## config.mk

```make
export PLATFORM = sky130hd
export DESIGN_NAME = mmss_counter_ctl
export DESIGN_NICKNAME = d
export VERILOG_FILES = /design/src/rtl/mmss_counter_ctl.sv
export SDC_FILE = /design/constraint.sdc
export NUM_CORES = 1
export LEC_CHECK = 0
export BUFFER_PORTS_ARGS = -buffer_cell sky130_fd_sc_hd__buf_4
export CORE_MARGIN = 2
export CORE_UTILIZATION = 30
export CTS_BUF_LIST = sky130_fd_sc_hd__clkbuf_4 sky130_fd_sc_hd__clkbuf_8
export DETAILED_ROUTE_END_ITERATION = 6
export MAX_ROUTING_LAYER = met4
export SYNTH_ARGS = -nofsm -noshare
export SYNTH_HDL_FRONTEND = slang
export SYNTH_HIERARCHICAL = 1
export SYNTH_SLANG_ARGS = --single-unit
```

## constraint.sdc

```tcl
create_clock -name clk -period 7.6 [get_ports clk]
set_clock_uncertainty 0.1 [all_clocks]
set_input_delay 1.9 -clock clk [delete_from_list [all_inputs] [get_ports clk]]
set_output_delay 1.9 -clock clk [all_outputs]
set_load 0.1 [all_outputs]
```

## src/rtl/mmss_counter_ctl.sv

```systemverilog
// mmss_counter_ctl: run/pause/clear/load sequencer over four chained mixed-radix Inc_Dec digit cells.
// Optional build macro MMSS_STOP_AT_ZERO_EN: a down count that lands on zero stops in DONE.

module mmss_incdec #(
    parameter int R = 10
) (
    input  logic [3:0] q,
    input  logic       en,
    input  logic       dn,
    output logic [3:0] nq,
    output logic       term
);
    localparam logic [3:0] QMAX = 4'(R - 1);

    // term: this digit is at the boundary that passes a carry/borrow upward
    always_comb begin
        term = dn ? (q == 4'd0) : (q == QMAX);
        nq   = q;
        if (en) begin
            if (dn) nq = (q == 4'd0) ? QMAX : q - 4'd1;
            else    nq = (q == QMAX) ? 4'd0 : q + 4'd1;
        end
    end
endmodule

module mmss_counter_ctl #(
    parameter int R0 = 10,
    parameter int R1 = 6,
    parameter int R2 = 10,
    parameter int R3 = 6
) (
    input  logic        clk,
    input  logic        rst_n,
    input  logic        tick,
    input  logic        start,
    input  logic        stop,
    input  logic        clear,
    input  logic        dir,
    input  logic        load,
    input  logic [15:0] load_val,
    output logic [15:0] digits,
    output logic        running,
    output logic        done,
    output logic        wrap
);
    localparam int RADIX [4] = '{R0, R1, R2, R3};

    typedef enum logic [1:0] {IDLE, RUN, PAUSE, DONE} state_t;

    state_t      state, state_nxt;
    logic [15:0] digits_nxt, step_val, load_clamped;
    logic [4:0]  chain;
    logic [3:0]  term;
    logic        wrap_nxt, step;

    assign chain[0] = 1'b1;

    genvar g;
    generate
        for (g = 0; g < 4; g++) begin : g_dig
            localparam logic [3:0] QMAX = 4'(RADIX[g] - 1);
            mmss_incdec #(.R(RADIX[g])) u_dig (
                .q   (digits[4*g +: 4]),
                .en  (chain[g]),
                .dn  (dir),
                .nq  (step_val[4*g +: 4]),
                .term(term[g])
            );
            assign chain[g+1] = chain[g] & term[g];
            assign load_clamped[4*g +: 4] =
                (load_val[4*g +: 4] > QMAX) ? QMAX : load_val[4*g +: 4];
        end
    endgenerate

    // chain[4]: every digit at its boundary, i.e. this step wraps the whole counter
    assign step = tick && (state == RUN) && !clear && !load && !stop;

    always_ff @(posedge clk or negedge rst_n) begin
        if (!rst_n) begin
            state  <= IDLE;
            digits <= 16'h0000;
            wrap   <= 1'b0;
        end else begin
            state  <= state_nxt;
            digits <= digits_nxt;
            wrap   <= wrap_nxt;
        end
    end

    always_comb begin
        state_nxt = state;
        if (clear || load) begin
            state_nxt = IDLE;
        end else begin
            case (state)
                IDLE, PAUSE: if (!stop && start) state_nxt = RUN;
                RUN: begin
                    if (stop) state_nxt = PAUSE;
`ifdef MMSS_STOP_AT_ZERO_EN
                    else if (step && dir && (chain[4] || step_val == 16'h0000))
                        state_nxt = DONE;
`endif
                end
                DONE:    state_nxt = DONE;
                default: state_nxt = IDLE;
            endcase
        end
    end

    always_comb begin
        digits_nxt = digits;
        wrap_nxt   = 1'b0;
        if (clear) begin
            digits_nxt = 16'h0000;
        end else if (load) begin
            digits_nxt = load_clamped;
        end else if (step) begin
`ifdef MMSS_STOP_AT_ZERO_EN
            // down-wrap is suppressed: zero holds and DONE is entered instead
            if (!(dir && chain[4])) begin
                digits_nxt = step_val;
                wrap_nxt   = chain[4] & ~dir;
            end
`else
            digits_nxt = step_val;
            wrap_nxt   = chain[4];
`endif
        end
    end

    assign running = (state == RUN);
`ifdef MMSS_STOP_AT_ZERO_EN
    assign done = (state == DONE);
`else
    assign done = 1'b0;
`endif
endmodule

```

**Word-level counts from Yosys, hierarchy flattened**

Index checks and enable logic that the tools add are counted.

- Register bits after elaboration: 19
- Input port bits: 24

- Reductions and logical operators: 23
- Equality and inequality tests: 9
- Muxes and demuxes: 33
- Order comparisons: 4
- Add/sub/neg operators: 8
- Bitwise gates (word level): 3

Operator list:

| operator | number |
|---|---|
| 2-to-1 mux 4 bit | 19 |
| 2-to-1 mux 16 bit | 3 |
| adder 4 x 1 -> 4 bit (second input constant) | 4 |
| zero test 4 bit | 4 |
| subtractor 4 x 1 -> 4 bit (second input constant) | 4 |
| nonzero test 3 bit | 4 |
| == test 4 x 3 -> 1 bit (second input constant) | 2 |
| == test 4 bit (second input constant) | 2 |
| greater-than comparator 4 x 3 -> 1 bit (second input constant) | 2 |
| greater-than comparator 4 bit (second input constant) | 2 |
| AND reduction 2 bit | 4 |
| 2-to-1 mux 1 bit | 7 |
| 2-to-1 mux 2 bit | 3 |
| case mux 2 bit (3 select lines) | 1 |
| logical AND 1 bit | 5 |
| == test 2 bit (second input constant) | 2 |
| AND 1 bit | 3 |
| zero test 1 bit | 3 |
| != test 3 x 2 -> 1 bit (second input constant) | 1 |
| != test 3 bit (second input constant) | 1 |
| == test 2 x 1 -> 1 bit (second input constant) | 1 |
| zero test 2 bit | 1 |
| OR reduction 2 bit | 1 |
| logical OR 1 bit | 1 |

**Depth between registers and ports, before layout**

- Word-level depth: 8
- Mapped depth: 11
- Gate-level depth less buffers: 9

**Modules after synthesis**

The synthesis kept the hierarchy.

Modules (own cells, without submodules):

| module | cells an instance | area an instance (µm²) | times used |
|---|---|---|---|
| mmss_counter_ctl | 103 | 1067.3 | 1 |
| mmss_incdec (g_dig[0].u_dig ...) | 33 | 236.5 | 2 |
| mmss_incdec (g_dig[1].u_dig ...) | 27 | 185.2 | 2 |

**Worst setup path after synthesis**

Ideal clock, no wire load.

- Kind: in2reg
- Start: input dir
- End: register digits[11]
- Cell stages on the path: 10
- Library setup time: 0.111 ns
- Arrival: 3.697 ns
- Buffers on the path: 1
- Slack: 3.691 ns
- Cells stage by stage: nand2b_1 > mux2_2 > nor3_2 > and2_1 > buf_4 > and4bb_1 > mux2i_1 > o211ai_1 > nor3_1 > a2111oi_2

- Elaborated cells between the ends (all ways): 10

RTL lines:

| item | RTL line | text |
|---|---|---|
| start, declared | 38 | `input logic dir,` |
| 2-to-1 mux 1 bit | 17 | `term = dn ? (q == 4'd0) : (q == QMAX);` |
| via chain[1] | 52 | `logic [4:0] chain;` |
| AND 1 bit | 69 | `assign chain[g+1] = chain[g] & term[g];` |
| via chain[2] | 52 |  |
| nonzero test 3 bit (no line) | n/a |  |
| AND reduction 2 bit (no line) | n/a |  |
| end signal, assigned | 85 | `digits <= digits_nxt;` |
| end, declared | 41 | `output logic [15:0] digits,` |

The timed path passes the listed nets, and every way through them passes these cells. The select of a mux whose other input is x is not followed.
A chain may end at the register's enable or synchronous reset.

**Final worst setup path**

Ends and elaborated chain as after synthesis.

==> flow_metrics.py <==
metrics = {
    "placement": {
        "dp_hpwl_um": 3420,
        "gp_congestion": 0.805,
        "io_buffers": 41,
    },
    "run": {
        "cap_violations": 0,
    },
    "die": {
        "start_util_pct": 30.6,
        "ios": 43,
        "fp.dieArea_um2": 7020,
        "row_count": 29,
        "die_w_um": 83.8,
        "core_area_um2": 6240,
        "die_h_um": 83.8,
    },
    "global_routing": {
        "grt_usage_pct": 14.4,
        "grt_pass1_vias": 1685,
        "antenna_found_initial": 0,
        "grt_max_degree": 33,
        "grt_first_pass_wirelength_um": 8180,
        "grt_overflow": 0,
    },
    "clocking": {
        "cts_setup_buffers": 0,
        "clock_path_buffers": 2,
        "ctsResizeCount": 0,
        "clkLatencyLatePin_ps": 260,
        "cts_tree": "yes",
        "h-tree-depth": 1,
        "clkTransAtPathRegs_ps": 80,
        "ctsRootBufferMaster": "clkbuf_8",
        "cts_made_buffers": 3,
        "clock_sinks": 19,
        "hold_buffers": 0,
    },
    "timing": {
        "fin_crit_ps": 4280,
        "finalCritPeriodShare_pct": 56.4,
        "rsz0062_at_grt": "no",
        "tightest_slew_ps": 977,
        "hold_violations": 0,
        "slew_viol_final": 0,
        "fmax_mhz": 233,
        "slew_headroom_pct": 34.5,
        "setup_viol": 0,
        "setup_tns_ps": 0,
    },
    "finish": {
        "nNetsFinal": 274,
        "drive_above_1_share_pct": 25.3,
        "mostFrequentLayoutCell": "buf_4",
        "area_growth_pct": 14.5,
        "antenna_cells": 0,
        "layout_common_cells": "buf_4 (41), dfrtp_1 (19), nor3_1 (17), a21oi_1 (17), o21ai_0 (15)",
        "nFillCells": 685,
        "fin_util_pct": 35.1,
    },
    "critical_path": {
        "crit_type": "input port to flop",
        "crit_fanout": 32,
        "critPathLaunchType": "input port",
        "end_kind": "flop",
        "critPathRequiredTime_ps": 7650,
        "worstPathArrival_ps": 4330,
    },
    "power": {
        "irDropWorstVdd_mv": 0.0723,
        "p_leak_nw": 0.949,
        "p_comb_share_pct": 37.8,
        "seq_power_share_pct": 39.0,
        "switching_share_pct": 41.9,
        "intPower_mw": 0.184,
        "power_mw": 0.316,
        "power_switching_mw": 0.132,
        "clkPwrFrac_pct": 23.2,
        "p_per_area_nw_per_um2": 144,
    },
    "yosys": {
        "syn_area_um2": 1910,
        "synth_edf_count": 0,
        "syn-num-nets": 247,
        "ys_types": 47,
        "synth_top_area_cell": "dfrtp_1",
        "synth_area_leaders": "dfrtp_1 (25%), buf_6 (5.3%), mux2i_1 (4.7%), a21oi_1 (4.5%), nor3_1 (4.5%)",
        "avgSynthCellArea_um2": 8.57,
        "synthFlopType": "dfrtp_1",
        "synth_top_area_share_pct": 24.9,
        "ys_seq_area_share_pct": 24.9,
        "ys_ff_latch": 19,
        "yosysWarnings": 6,
        "synthArstFlopShare_pct": 100,
        "synthCells": 223,
    },
    "hold_path": {
        "hold_class": "flop to flop",
    },
    "drt": {
        "dr.pass1.iters": 4,
        "drc": 0,
        "ant_nets": 0,
        "via_count": 1750,
        "drt_wl_total_um": 4840,
        "avgViaCountPerCell": 5.37,
        "wl_per_cell_um": 14.9,
        "first_iter_violations": 86,
    },
    "status": {
        "outcome": "finished, final reports clean",
    },
}
## synth_stat cells (2+ instances only)
| library cell | n |
|---|---|
| dfrtp_1 | 19 |
| a21oi_1 | 17 |
| nor3_1 | 17 |
| o21ai_0 | 15 |
| inv_1 | 11 |
| nor2_1 | 11 |
| buf_6 | 9 |
| mux2i_1 | 9 |
| nand2b_1 | 8 |
| xor2_1 | 8 |
| nand2_1 | 7 |
| nand3_1 | 6 |
| nor3_2 | 6 |
| a2bb2oi_1 | 5 |
| buf_4 | 5 |
| a211oi_1 | 4 |
| a31oi_1 | 4 |
| nor2b_1 | 4 |
| nor3b_1 | 4 |
| nor4bb_1 | 4 |
| and2b_2 | 3 |
| and3_1 | 3 |
| buf_2 | 3 |
| nand4bb_1 | 3 |
| a2111oi_2 | 2 |
| a21boi_0 | 2 |
| a221o_1 | 2 |
| a31o_1 | 2 |
| a41o_1 | 2 |
| and4bb_1 | 2 |
| conb_1 | 2 |
| mux2_2 | 2 |
| nand3b_1 | 2 |
| nor4_1 | 2 |
| nor4_2 | 2 |
| o211ai_1 | 2 |
| o21a_1 | 2 |
| o221ai_1 | 2 |
| o22ai_1 | 2 |
## area by class of cell
cell class | count | area, um2 | area share, %
multi-input combinational | 174 | 1220 | 55.8
sequential | 19 | 475 | 21.7
timing repair buffer | 41 | 308 | 14.1
tap | 77 | 96.3 | 4.40
clock buffer | 3 | 41.3 | 1.89
inverter | 11 | 41.3 | 1.89
clock inverter | 1 | 5.00 | 0.229
## critical path: stages
cell	delay, ps
buf_4	210
nand2b_1	200
mux2_2	290
nor3_2	400
and2_1	360
and4bb_1	260
mux2i_1	80
o211ai_1	210
nor3_1	100
a2111oi_2	310
## power by group through the flow
stage / Combinational, mW / Sequential (mW) / Clock [mW]
final: 0.119 / 0.123 / 0.0733
after global placement: 0.118 / 0.125 / 0
after global routing: 0.128 / 0.125 / 0.0790
after floorplan: 0.0641 / 0.154 / 0
after detailed placement: 0.119 / 0.125 / 0
after CTS: 0.120 / 0.123 / 0.0753
## state kept, by name, indices dropped and copies added, names as in the netlist
register / cells
wrap: 1
state: 2
digits: 16
## stage by stage
stage / cells / instance area (um2) / hold WS, ps / setup slack, ps
after floorplan: 223 / 1910 / 451 / 3690
after global placement: 322 / 2140 / 501 / 3220
after detailed placement: 322 / 2140 / 511 / 3090
after CTS: 326 / 2190 / 527 / 3350
after global routing: 326 / 2190 / 572 / 3130
final: 326 / 2190 / 518 / 3320
## path summary, 6_finish.rpt
check / from / end / slack (ps) / cells past startpoint
worst max register to register: digits[0]$_DFFE_PN0P_ / digits[11]$_DFFE_PN0P_ / 4650 / 9
max in group asynchronous: rst_n / state[0]$_DFFE_PN0P_ / 5780 / 1
worst min-delay path: state[1]$_DFFE_PN0P_ / state[1]$_DFFE_PN0P_ / 520 / 2
min in group asynchronous: rst_n / digits[6]$_DFFE_PN0P_ / 1410 / 1
worst min register to register: state[1]$_DFFE_PN0P_ / state[1]$_DFFE_PN0P_ / 520 / 2
worst max-delay path: dir / digits[11]$_DFFE_PN0P_ / 3320 / 10
## per-layer routing
metal / up-vias / wire (um) / global-route usage [%]
met2: 26 / 2350 / 23.4
met5: - / 0 / -
met1: 843 / 2340 / 19.5
met3: 2 / 132 / 1.48
met4: 0 / 23 / 2.79
li1: 879 / - / -
## logic make-up (layout without fill, tap and decap cells)
family | after synthesis | count (layout) | synth area share (%)
simple gates | 87 | 87 | 30.2
compound gates | 66 | 66 | 23.8
buf+inv | 30 | 56 | 11.2
flops | 19 | 19 | 24.9
mux | 11 | 11 | 5.89
xor+xnor | 8 | 8 | 3.67
other cells | 2 | 2 | 0.393
No activity file was read; power rests on OpenSTA's default activity.
